<file path="src/rtl/spram_4096_40bit_arb_if.sv">
`default_nettype none
// ============================================================================
//  Module   : spram_4096_40bit_arb_if
//  Brief    : Bundle of the two requester ports, the shared read-response
//             port, the init flag and the single-port RAM connection used by
//             spram_4096_40bit_arb.
//  Revision : 1.0  initial release
// ============================================================================
interface spram_4096_40bit_arb_if #(
  parameter int AWIDTH = 12,
  parameter int DWIDTH = 40
);

  // Requester 0
  logic              req0_valid;
  logic              req0_ready;
  logic              req0_wren;
  logic [AWIDTH-1:0] req0_addr;
  logic [DWIDTH-1:0] req0_data;

  // Requester 1
  logic              req1_valid;
  logic              req1_ready;
  logic              req1_wren;
  logic [AWIDTH-1:0] req1_addr;
  logic [DWIDTH-1:0] req1_data;

  // Read responses (data shared, qualified per requester)
  logic              rsp0_valid;
  logic              rsp1_valid;
  logic [DWIDTH-1:0] rsp_data;

  // Memory clear complete
  logic              init_done;

  // Single-port RAM
  logic [AWIDTH-1:0] ram_address;
  logic              ram_wren;
  logic [DWIDTH-1:0] ram_data;
  logic [DWIDTH-1:0] ram_out;

  // Arbiter side
  modport slave (
    input  req0_valid, req0_wren, req0_addr, req0_data,
    input  req1_valid, req1_wren, req1_addr, req1_data,
    input  ram_out,
    output req0_ready, req1_ready,
    output rsp0_valid, rsp1_valid, rsp_data,
    output init_done,
    output ram_address, ram_wren, ram_data
  );

  // Requester / RAM side
  modport master (
    output req0_valid, req0_wren, req0_addr, req0_data,
    output req1_valid, req1_wren, req1_addr, req1_data,
    output ram_out,
    input  req0_ready, req1_ready,
    input  rsp0_valid, rsp1_valid, rsp_data,
    input  init_done,
    input  ram_address, ram_wren, ram_data
  );

endinterface
`default_nettype wire

</file>
<file path="src/rtl/spram_4096_40bit_arb.sv">
`default_nettype none
// ============================================================================
//  Module   : spram_4096_40bit_arb
//  Brief    : Two-requester round-robin arbiter in front of a single-port RAM
//             with registered read data. After reset the whole RAM is cleared
//             to zero, one word per cycle, before any request is accepted.
//  Revision : 1.0  initial release
// ============================================================================
module spram_4096_40bit_arb #(
  parameter int AWIDTH    = 12,
  parameter int DWIDTH    = 40,
  parameter int NUM_WORDS = 4096
) (
  input  wire logic              clk,
  input  wire logic              reset,
  spram_4096_40bit_arb_if.slave  bus
);

  // The interface instance must be built with the same AWIDTH/DWIDTH.
  localparam logic [AWIDTH-1:0] c_LAST_ADDR = AWIDTH'(NUM_WORDS - 1);
  localparam logic [AWIDTH-1:0] c_ADDR_ONE  = AWIDTH'(1);

  typedef enum logic [0:0] {
    ST_CLEAR = 1'b0,
    ST_RUN   = 1'b1
  } state_t;

  state_t            r_state;
  state_t            w_state_nxt;
  logic [AWIDTH-1:0] r_clr_addr;
  logic [AWIDTH-1:0] w_clr_addr_nxt;
  logic              r_init_done;
  logic              w_init_done_nxt;

  // r_last: 1 means requester 1 won the most recent granted cycle.
  logic              r_last;
  // One read may be in flight; r_rsp_owner names who receives it.
  logic              r_rsp_pend;
  logic              r_rsp_owner;

  logic              w_run;
  logic              w_gnt0;
  logic              w_gnt1;
  logic              w_gnt_read;

  // Requests are only considered in RUN and never while reset is held, so a
  // request arriving during the clear simply waits with ready low.
  assign w_run  = (r_state == ST_RUN) && !reset;

  // Single requester wins outright; on a tie the one that did not win last.
  assign w_gnt0 = w_run && bus.req0_valid && (!bus.req1_valid ||  r_last);
  assign w_gnt1 = w_run && bus.req1_valid && (!bus.req0_valid || !r_last);

  assign w_gnt_read = (w_gnt0 && !bus.req0_wren) || (w_gnt1 && !bus.req1_wren);

  assign bus.req0_ready = w_gnt0;
  assign bus.req1_ready = w_gnt1;

  // Response valids are masked by reset so a read granted just before reset
  // never shows up on the response port.
  assign bus.rsp0_valid = r_rsp_pend && !r_rsp_owner && !reset;
  assign bus.rsp1_valid = r_rsp_pend &&  r_rsp_owner && !reset;
  assign bus.rsp_data   = bus.ram_out;

  assign bus.init_done  = r_init_done;

  // State, clear address and init flag registers.
  always_ff @(posedge clk) begin
    if (reset) begin
      r_state     <= ST_CLEAR;
      r_clr_addr  <= '0;
      r_init_done <= 1'b0;
    end else begin
      r_state     <= w_state_nxt;
      r_clr_addr  <= w_clr_addr_nxt;
      r_init_done <= w_init_done_nxt;
    end
  end

  // Next state and RAM port drive: clear sweep in CLEAR, granted request in RUN.
  always_comb begin
    w_state_nxt     = r_state;
    w_clr_addr_nxt  = r_clr_addr;
    w_init_done_nxt = r_init_done;
    bus.ram_wren    = 1'b0;
    bus.ram_address = '0;
    bus.ram_data    = '0;

    case (r_state)
      ST_CLEAR: begin
        if (!reset) begin
          bus.ram_wren    = 1'b1;
          bus.ram_address = r_clr_addr;
        end
        // The clear address stops at the last word rather than wrapping.
        if (r_clr_addr == c_LAST_ADDR) begin
          w_state_nxt     = ST_RUN;
          w_init_done_nxt = 1'b1;
        end else begin
          w_clr_addr_nxt  = r_clr_addr + c_ADDR_ONE;
        end
      end

      ST_RUN: begin
        if (w_gnt0) begin
          bus.ram_wren    = bus.req0_wren;
          bus.ram_address = bus.req0_addr;
          bus.ram_data    = bus.req0_data;
        end else if (w_gnt1) begin
          bus.ram_wren    = bus.req1_wren;
          bus.ram_address = bus.req1_addr;
          bus.ram_data    = bus.req1_data;
        end
      end

      default: begin
        w_state_nxt = ST_CLEAR;
      end
    endcase
  end

  // Round-robin pointer and read-response tracking.
  always_ff @(posedge clk) begin
    if (reset) begin
      r_last      <= 1'b1;
      r_rsp_pend  <= 1'b0;
      r_rsp_owner <= 1'b0;
    end else begin
      if (w_gnt0 || w_gnt1) begin
        r_last <= w_gnt1;
      end
      r_rsp_pend <= w_gnt_read;
      if (w_gnt_read) begin
        r_rsp_owner <= w_gnt1;
      end
    end
  end

endmodule
`default_nettype wire
</file>
<file path="src/flat_wrapper.sv">
// flat-port wrapper written by rule: the top's interface ports become plain ports
module spram_4096_40bit_arb_flat 
#(
  parameter int AWIDTH    = 12,
  parameter int DWIDTH    = 40,
  parameter int NUM_WORDS = 4096
)
  (clk, reset, bus_req0_valid, bus_req0_wren, bus_req0_addr, bus_req0_data, bus_req1_valid, bus_req1_wren, bus_req1_addr, bus_req1_data, bus_ram_out, bus_req0_ready, bus_req1_ready, bus_rsp0_valid, bus_rsp1_valid, bus_rsp_data, bus_init_done, bus_ram_address, bus_ram_wren, bus_ram_data);
  spram_4096_40bit_arb_if #(.AWIDTH(AWIDTH), .DWIDTH(DWIDTH)) bus_i ();
  input  wire logic clk;
  input  wire logic reset;
  input wire logic [$bits(bus_i.req0_valid)-1:0] bus_req0_valid;
  input wire logic [$bits(bus_i.req0_wren)-1:0] bus_req0_wren;
  input wire logic [$bits(bus_i.req0_addr)-1:0] bus_req0_addr;
  input wire logic [$bits(bus_i.req0_data)-1:0] bus_req0_data;
  input wire logic [$bits(bus_i.req1_valid)-1:0] bus_req1_valid;
  input wire logic [$bits(bus_i.req1_wren)-1:0] bus_req1_wren;
  input wire logic [$bits(bus_i.req1_addr)-1:0] bus_req1_addr;
  input wire logic [$bits(bus_i.req1_data)-1:0] bus_req1_data;
  input wire logic [$bits(bus_i.ram_out)-1:0] bus_ram_out;
  output wire logic [$bits(bus_i.req0_ready)-1:0] bus_req0_ready;
  output wire logic [$bits(bus_i.req1_ready)-1:0] bus_req1_ready;
  output wire logic [$bits(bus_i.rsp0_valid)-1:0] bus_rsp0_valid;
  output wire logic [$bits(bus_i.rsp1_valid)-1:0] bus_rsp1_valid;
  output wire logic [$bits(bus_i.rsp_data)-1:0] bus_rsp_data;
  output wire logic [$bits(bus_i.init_done)-1:0] bus_init_done;
  output wire logic [$bits(bus_i.ram_address)-1:0] bus_ram_address;
  output wire logic [$bits(bus_i.ram_wren)-1:0] bus_ram_wren;
  output wire logic [$bits(bus_i.ram_data)-1:0] bus_ram_data;
  assign bus_i.req0_valid = bus_req0_valid;
  assign bus_i.req0_wren = bus_req0_wren;
  assign bus_i.req0_addr = bus_req0_addr;
  assign bus_i.req0_data = bus_req0_data;
  assign bus_i.req1_valid = bus_req1_valid;
  assign bus_i.req1_wren = bus_req1_wren;
  assign bus_i.req1_addr = bus_req1_addr;
  assign bus_i.req1_data = bus_req1_data;
  assign bus_i.ram_out = bus_ram_out;
  assign bus_req0_ready = bus_i.req0_ready;
  assign bus_req1_ready = bus_i.req1_ready;
  assign bus_rsp0_valid = bus_i.rsp0_valid;
  assign bus_rsp1_valid = bus_i.rsp1_valid;
  assign bus_rsp_data = bus_i.rsp_data;
  assign bus_init_done = bus_i.init_done;
  assign bus_ram_address = bus_i.ram_address;
  assign bus_ram_wren = bus_i.ram_wren;
  assign bus_ram_data = bus_i.ram_data;
  spram_4096_40bit_arb #(.AWIDTH(AWIDTH), .DWIDTH(DWIDTH), .NUM_WORDS(NUM_WORDS)) u_core (.clk(clk), .reset(reset), .bus(bus_i));
endmodule
</file>
<file path="config.mk">
export PLATFORM = sky130hd
export DESIGN_NAME = spram_4096_40bit_arb_flat
export DESIGN_NICKNAME = d
export VERILOG_FILES = /design/src/rtl/spram_4096_40bit_arb_if.sv /design/src/rtl/spram_4096_40bit_arb.sv /design/src/flat_wrapper.sv
export SDC_FILE = /design/constraint.sdc
export NUM_CORES = 1
export LEC_CHECK = 0
export ABC_AREA = 1
export BUFFER_PORTS_ARGS = -buffer_cell sky130_fd_sc_hd__buf_2
export CORE_AREA = 8 8 90 92
export DETAILED_ROUTE_END_ITERATION = 8
export DIE_AREA = 0 0 98 100
export GPL_ROUTABILITY_DRIVEN = 1
export PLACE_DENSITY = 0.83
export SETUP_SLACK_MARGIN = 0.1
export SYNTH_ARGS = -nofsm -noshare
export SYNTH_HDL_FRONTEND = slang
export SYNTH_SLANG_ARGS = --single-unit
</file>
<file path="constraint.sdc">
create_clock -name clk -period 3.9 [get_ports clk]
set_input_delay 0.195 -clock clk [delete_from_list [all_inputs] [get_ports clk]]
set_output_delay 0.195 -clock clk [all_outputs]
set_load 0.02 [all_outputs]
</file>
; ---- Word-level counts from Yosys, hierarchy flattened
; Index checks and enable logic that the tools add are counted.
[classes]
eq_ne = 1
addsub = 1
n_reduce_logical = 24
n_mux = 13
n_bitwise = 2
[ops]
columns = operator, count
row1 = $mux 40, 3
row2 = $mux 12, 3
row3 = $pmux 12 s2, 1
row4 = $add 12x1->12 const B, 1
row5 = $eq 12x12->1 const B, 1
row6 = $logic_and 1x1->1, 11
row7 = $logic_not 1->1, 7
row8 = $mux 1, 5
row9 = $logic_or 1x1->1, 4
row10 = $reduce_and 2->1, 2
row11 = $not 1->1, 2
row12 = $pmux 1 s2, 1
[totals]
wordCells = 47
inputBits = 150
register_bits = 17
out_inout_bits = 98

; ---- Depth between registers and ports, before layout
[depth]
word_depth = 7
ltp_mapped = 8

; ---- Least setup slack after synthesis
; OpenSTA, ideal clock, no wires.
[synth_path]
path_type = register to output
start = register u_core.r_state
end = output port bus_ram_address[0]
n_path_buf = 2
arrival_time_ps = 1260
path_slack_ps = 2445
path_stages_with_launch = 9
path_cell_list = dfxtp_1 buf_4 inv_4 nor2_4 nand3_2 inv_2 buf_2 nand2_1 nand3_1
[synth_between]
elab_cells_between_ends = 9
[synth_rtl]
columns = item, line_no
row1 = start: declaration, spram_4096_40bit_arb.sv:28  ; state_t r_state;
row2 = start signal: assignment, spram_4096_40bit_arb.sv:74  ; r_state <= w_state_nxt;
row3 = $logic_and 1x1->1, spram_4096_40bit_arb.sv:48  ; assign w_run = (r_state == ST_RUN) && !reset;
row4 = $logic_and 1x1->1 (2 in series), spram_4096_40bit_arb.sv:51  ; assign w_gnt0 = w_run && bus.req0_valid && (!bus.req1_valid || r_last);
row5 = via bus_req0_ready, flat_wrapper.sv:21  ; output wire logic [$bits(bus_i.req0_ready)-1:0] bus_req0_ready;
row6 = $mux 12, spram_4096_40bit_arb.sv:105  ; if (w_gnt0) begin
row7 = $pmux 12 s2, spram_4096_40bit_arb.sv:89  ; case (r_state)
row8 = end: declaration, flat_wrapper.sv:27  ; output wire logic [$bits(bus_i.ram_address)-1:0] bus_ram_address;
; The timed path passes the listed nets, and every way through them passes these cells.

; ---- Worst setup path after layout
[layout_path]
start = register u_core.r_state
end = output port bus_ram_data[3]
[layout_between]
elab_chain_cells = 6
elab_cells_between_ends = 8
[layout_rtl]
columns = item, line_no
row1 = $logic_and 1x1->1, spram_4096_40bit_arb.sv:48
row2 = $logic_and 1x1->1 (2 in series), spram_4096_40bit_arb.sv:52  ; assign w_gnt1 = w_run && bus.req1_valid && (!bus.req0_valid || !r_last);
row3 = $mux 40, spram_4096_40bit_arb.sv:109  ; end else if (w_gnt1) begin
row4 = $mux 40, spram_4096_40bit_arb.sv:105
row5 = $mux 40 *, spram_4096_40bit_arb.sv:89
row6 = end: declaration, flat_wrapper.sv:29  ; output wire logic [$bits(bus_i.ram_data)-1:0] bus_ram_data;
; Every way passes the cells marked *; elsewhere a longest branch is shown, timed or not.

==> flow_summary.toml <==
[run_status]
status = "completed"

[die]
io_pins = 248
dieArea_um2 = 9800
rows = 30
die_h_um = 100
core_um2 = 6640
start_util_pct = 27.8
chipWidth_um = 98

[clock_network]
cts_tree = "done"
clk_pin_slew_ns = 0.07
cts_buffers = 3
clock_latency_ns = 0.25
cts_max_path_buffers = 2
post-cts-setup-buffers = 0
holdBufCountCts = 0
cts-resized-gates = 0
root_buffer = "clkbuf_8"
htreeDepth = 1
clock_sinks = 17

[detailed_routing]
wl_per_cell_um = 17.1
viasPerCell = 4.94
vias = 2304
antenna_left = 0
wl_um = 7970
drtIter0Drc = 82
dr.pass1.iters = 4
drc = 0

[place]
dpl.hpwl_um = 6760
placed_cells = 462
place_congestion = 0.798
port_buffers = 167
place_area_um2 = 2370

[timing]
hold_slack_ns = 0.205
slew_headroom_pct = 40.8
worstMarginPinSlew_ns = 0.886
setup-tns-final_ns = 0
rsz0062_at_grt = "false"
max_freq_mhz = 419
finalHoldViolCount = 0
final.setup_skew_ns = 0.00227
setup_viol = 0
slew_violations = 0
post-route-min-period_ns = 2.39
finalCritPeriodShare_pct = 61.2

[critical_path]
cp-start-kind = "flop"
crit_path_top_delay_cell = "inv_2"
cp-startpoint = "u_core.r_state$_SDFF_PP0_"
crit_buf_inv = 3
r2r-start = "u_core.r_state$_SDFF_PP0_"
cp_cell_sequence = "inv_4 > nor2_4 > nand3_2 > inv_2 > a22o_1 > buf_2"
end_kind = "primary output"
arrival_ns = 2.19
worst-r2r-setup-slack_ns = 2.06
reg2reg_depth = 7
required_ns = 3.70
slowest_delay_ns = 0.66
rr_endpoint = "u_core.r_rsp_owner$_SDFFE_PP0P_"
path_class = "flop to primary output"
crit_cells = 6
crit_end = "bus_ram_data[3]"
cp_top_family = "buffers and inverters"
critPathMaxFanout = 54

[grt]
grt_max_degree = 56
antenna_found_initial = 0
overflow = 0
grt_pass1_vias = 2356
grt_pass1_wl_um = 12100
track_usage_pct = 14.8

[synth]
syn_inst = 268
syn_area_um2 = 1840
yosysWarnings = 0
synth.net_count = 419
syn_area_per_cell_um2 = 6.88
yosysSeqAreaShare_pct = 18.5
synth.distinct_cells = 24
ys_ff_latch = 17

[pwr]
power_density_nw_per_um2 = 162
p_clk_share_pct = 33.9
sw_frac_of_total_pct = 25.0
leakage_nw = 1.35
intPower_mw = 0.294
worst_ir_drop_vdd_v = 0.000100
p_comb_share_pct = 20.3
switchingPower_mw = 0.0979
seqPwrFrac_pct = 45.8

[cells_and_area]
final_cell_count_no_fill = 466
drive_gt1_share_pct = 47.2
area_delta_synth_final_pct = 30.9
nets = 538
final_design_area_no_fill_um2 = 2410
mostFrequentLayoutCell = "buf_2"
antenna_cells = 0
final_cell_mix = "buf_2 (167), nand2_1 (60), a22o_1 (40)"

[hold_path]
min_path_type = "input pin to flop"
min_from = "bus_req1_wren"

[run]
maxCapViolCount = 0
==> metrics by stage <==
| stage | setup slack, ns | power [mW] | utilization (%) |
|---|---|---|---|
| floorplan | 2.45 | 0.260 | - |
| global placement | 1.85 | 0.260 | 35.6 |
| detailed placement | 1.77 | 0.262 | 35.6 |
| CTS | 1.50 | 0.393 | 36.3 |
| global route | 1.31 | 0.409 | 36.3 |
| finish | 1.51 | 0.392 | 36.3 |
==> routing by layer <==
layer / wire [um] / track usage (%)
met5: 0 / 0
met4: 33 / 2.76
met3: 767 / 4.91
met2: 4270 / 28.7
met1: 2910 / 15.2
==> cells by family after synthesis <==
family / Yosys count / synth area share [%]
AOI/OAI and AO/OA: 59 / 25.2
and+or+nand+nor: 119 / 29.4
DFF: 17 / 18.5
buffers and inverters: 72 / 26.3
adders and majority gates: 1 / 0.678
==> cells in the mapped netlist (all sizes together) <==
library cell / n / area [um2]
a21oi: 7 / 35.0
a22o: 40 / 350
a31oi: 1 / 6.26
buf: 53 / 412
dfxtp: 17 / 340
ha: 1 / 12.5
inv: 19 / 73.8
nand2: 61 / 231
nand3: 22 / 138
nand3b: 2 / 15.0
nand4: 2 / 12.5
nor2: 28 / 125
nor3: 4 / 20.0
o211ai: 7 / 52.6
o21ai: 4 / 20.0
==> registers in the layout, indices dropped and copies added, names as in the netlist <==
name and flops:
u_core.r_state 1, u_core.r_rsp_owner 1, u_core.bus.init_done 1, u_core.r_rsp_pend 1, u_core.r_last 1, u_core.r_clr_addr 12
==> area by class of cell <==
| type | count | area, um2 |
|---|---|---|
| Multi-Input combinational cell | 179 | 1020 |
| Sequential cell | 17 | 340 |
| Inverter | 19 | 73.8 |
| Timing Repair Buffer | 167 | 836 |
| Clock buffer | 4 | 45.0 |
| Fill cell | 696 | 4230 |
| Tap cell | 80 | 100 |
==> power by group through the flow <==
stage | clock (mW) | sequential (mW) | combinational (mW)
5_1_grt | 0.142 | 0.180 | 0.0874
3_5_place_dp | 0 | 0.183 | 0.0787
4_1_cts | 0.134 | 0.179 | 0.0793
2_1_floorplan | 0 | 0.182 | 0.0773
3_3_place_gp | 0 | 0.183 | 0.0773
6_report | 0.133 | 0.180 | 0.0794
==> worst min path at each step <==
stage	end	cells past startpoint	slack (ns)
floorplan	u_core.r_state$_SDFF_PP0_	1	0.27
global placement	bus_rsp_data[1]	0	0.39
detailed placement	bus_rsp_data[1]	0	0.39
CTS	u_core.r_state$_SDFF_PP0_	2	0.22
global route	u_core.r_state$_SDFF_PP0_	2	0.23
finish	u_core.r_rsp_pend$_SDFF_PP0_	2	0.21
No activity file was read; power rests on OpenSTA's default activity.
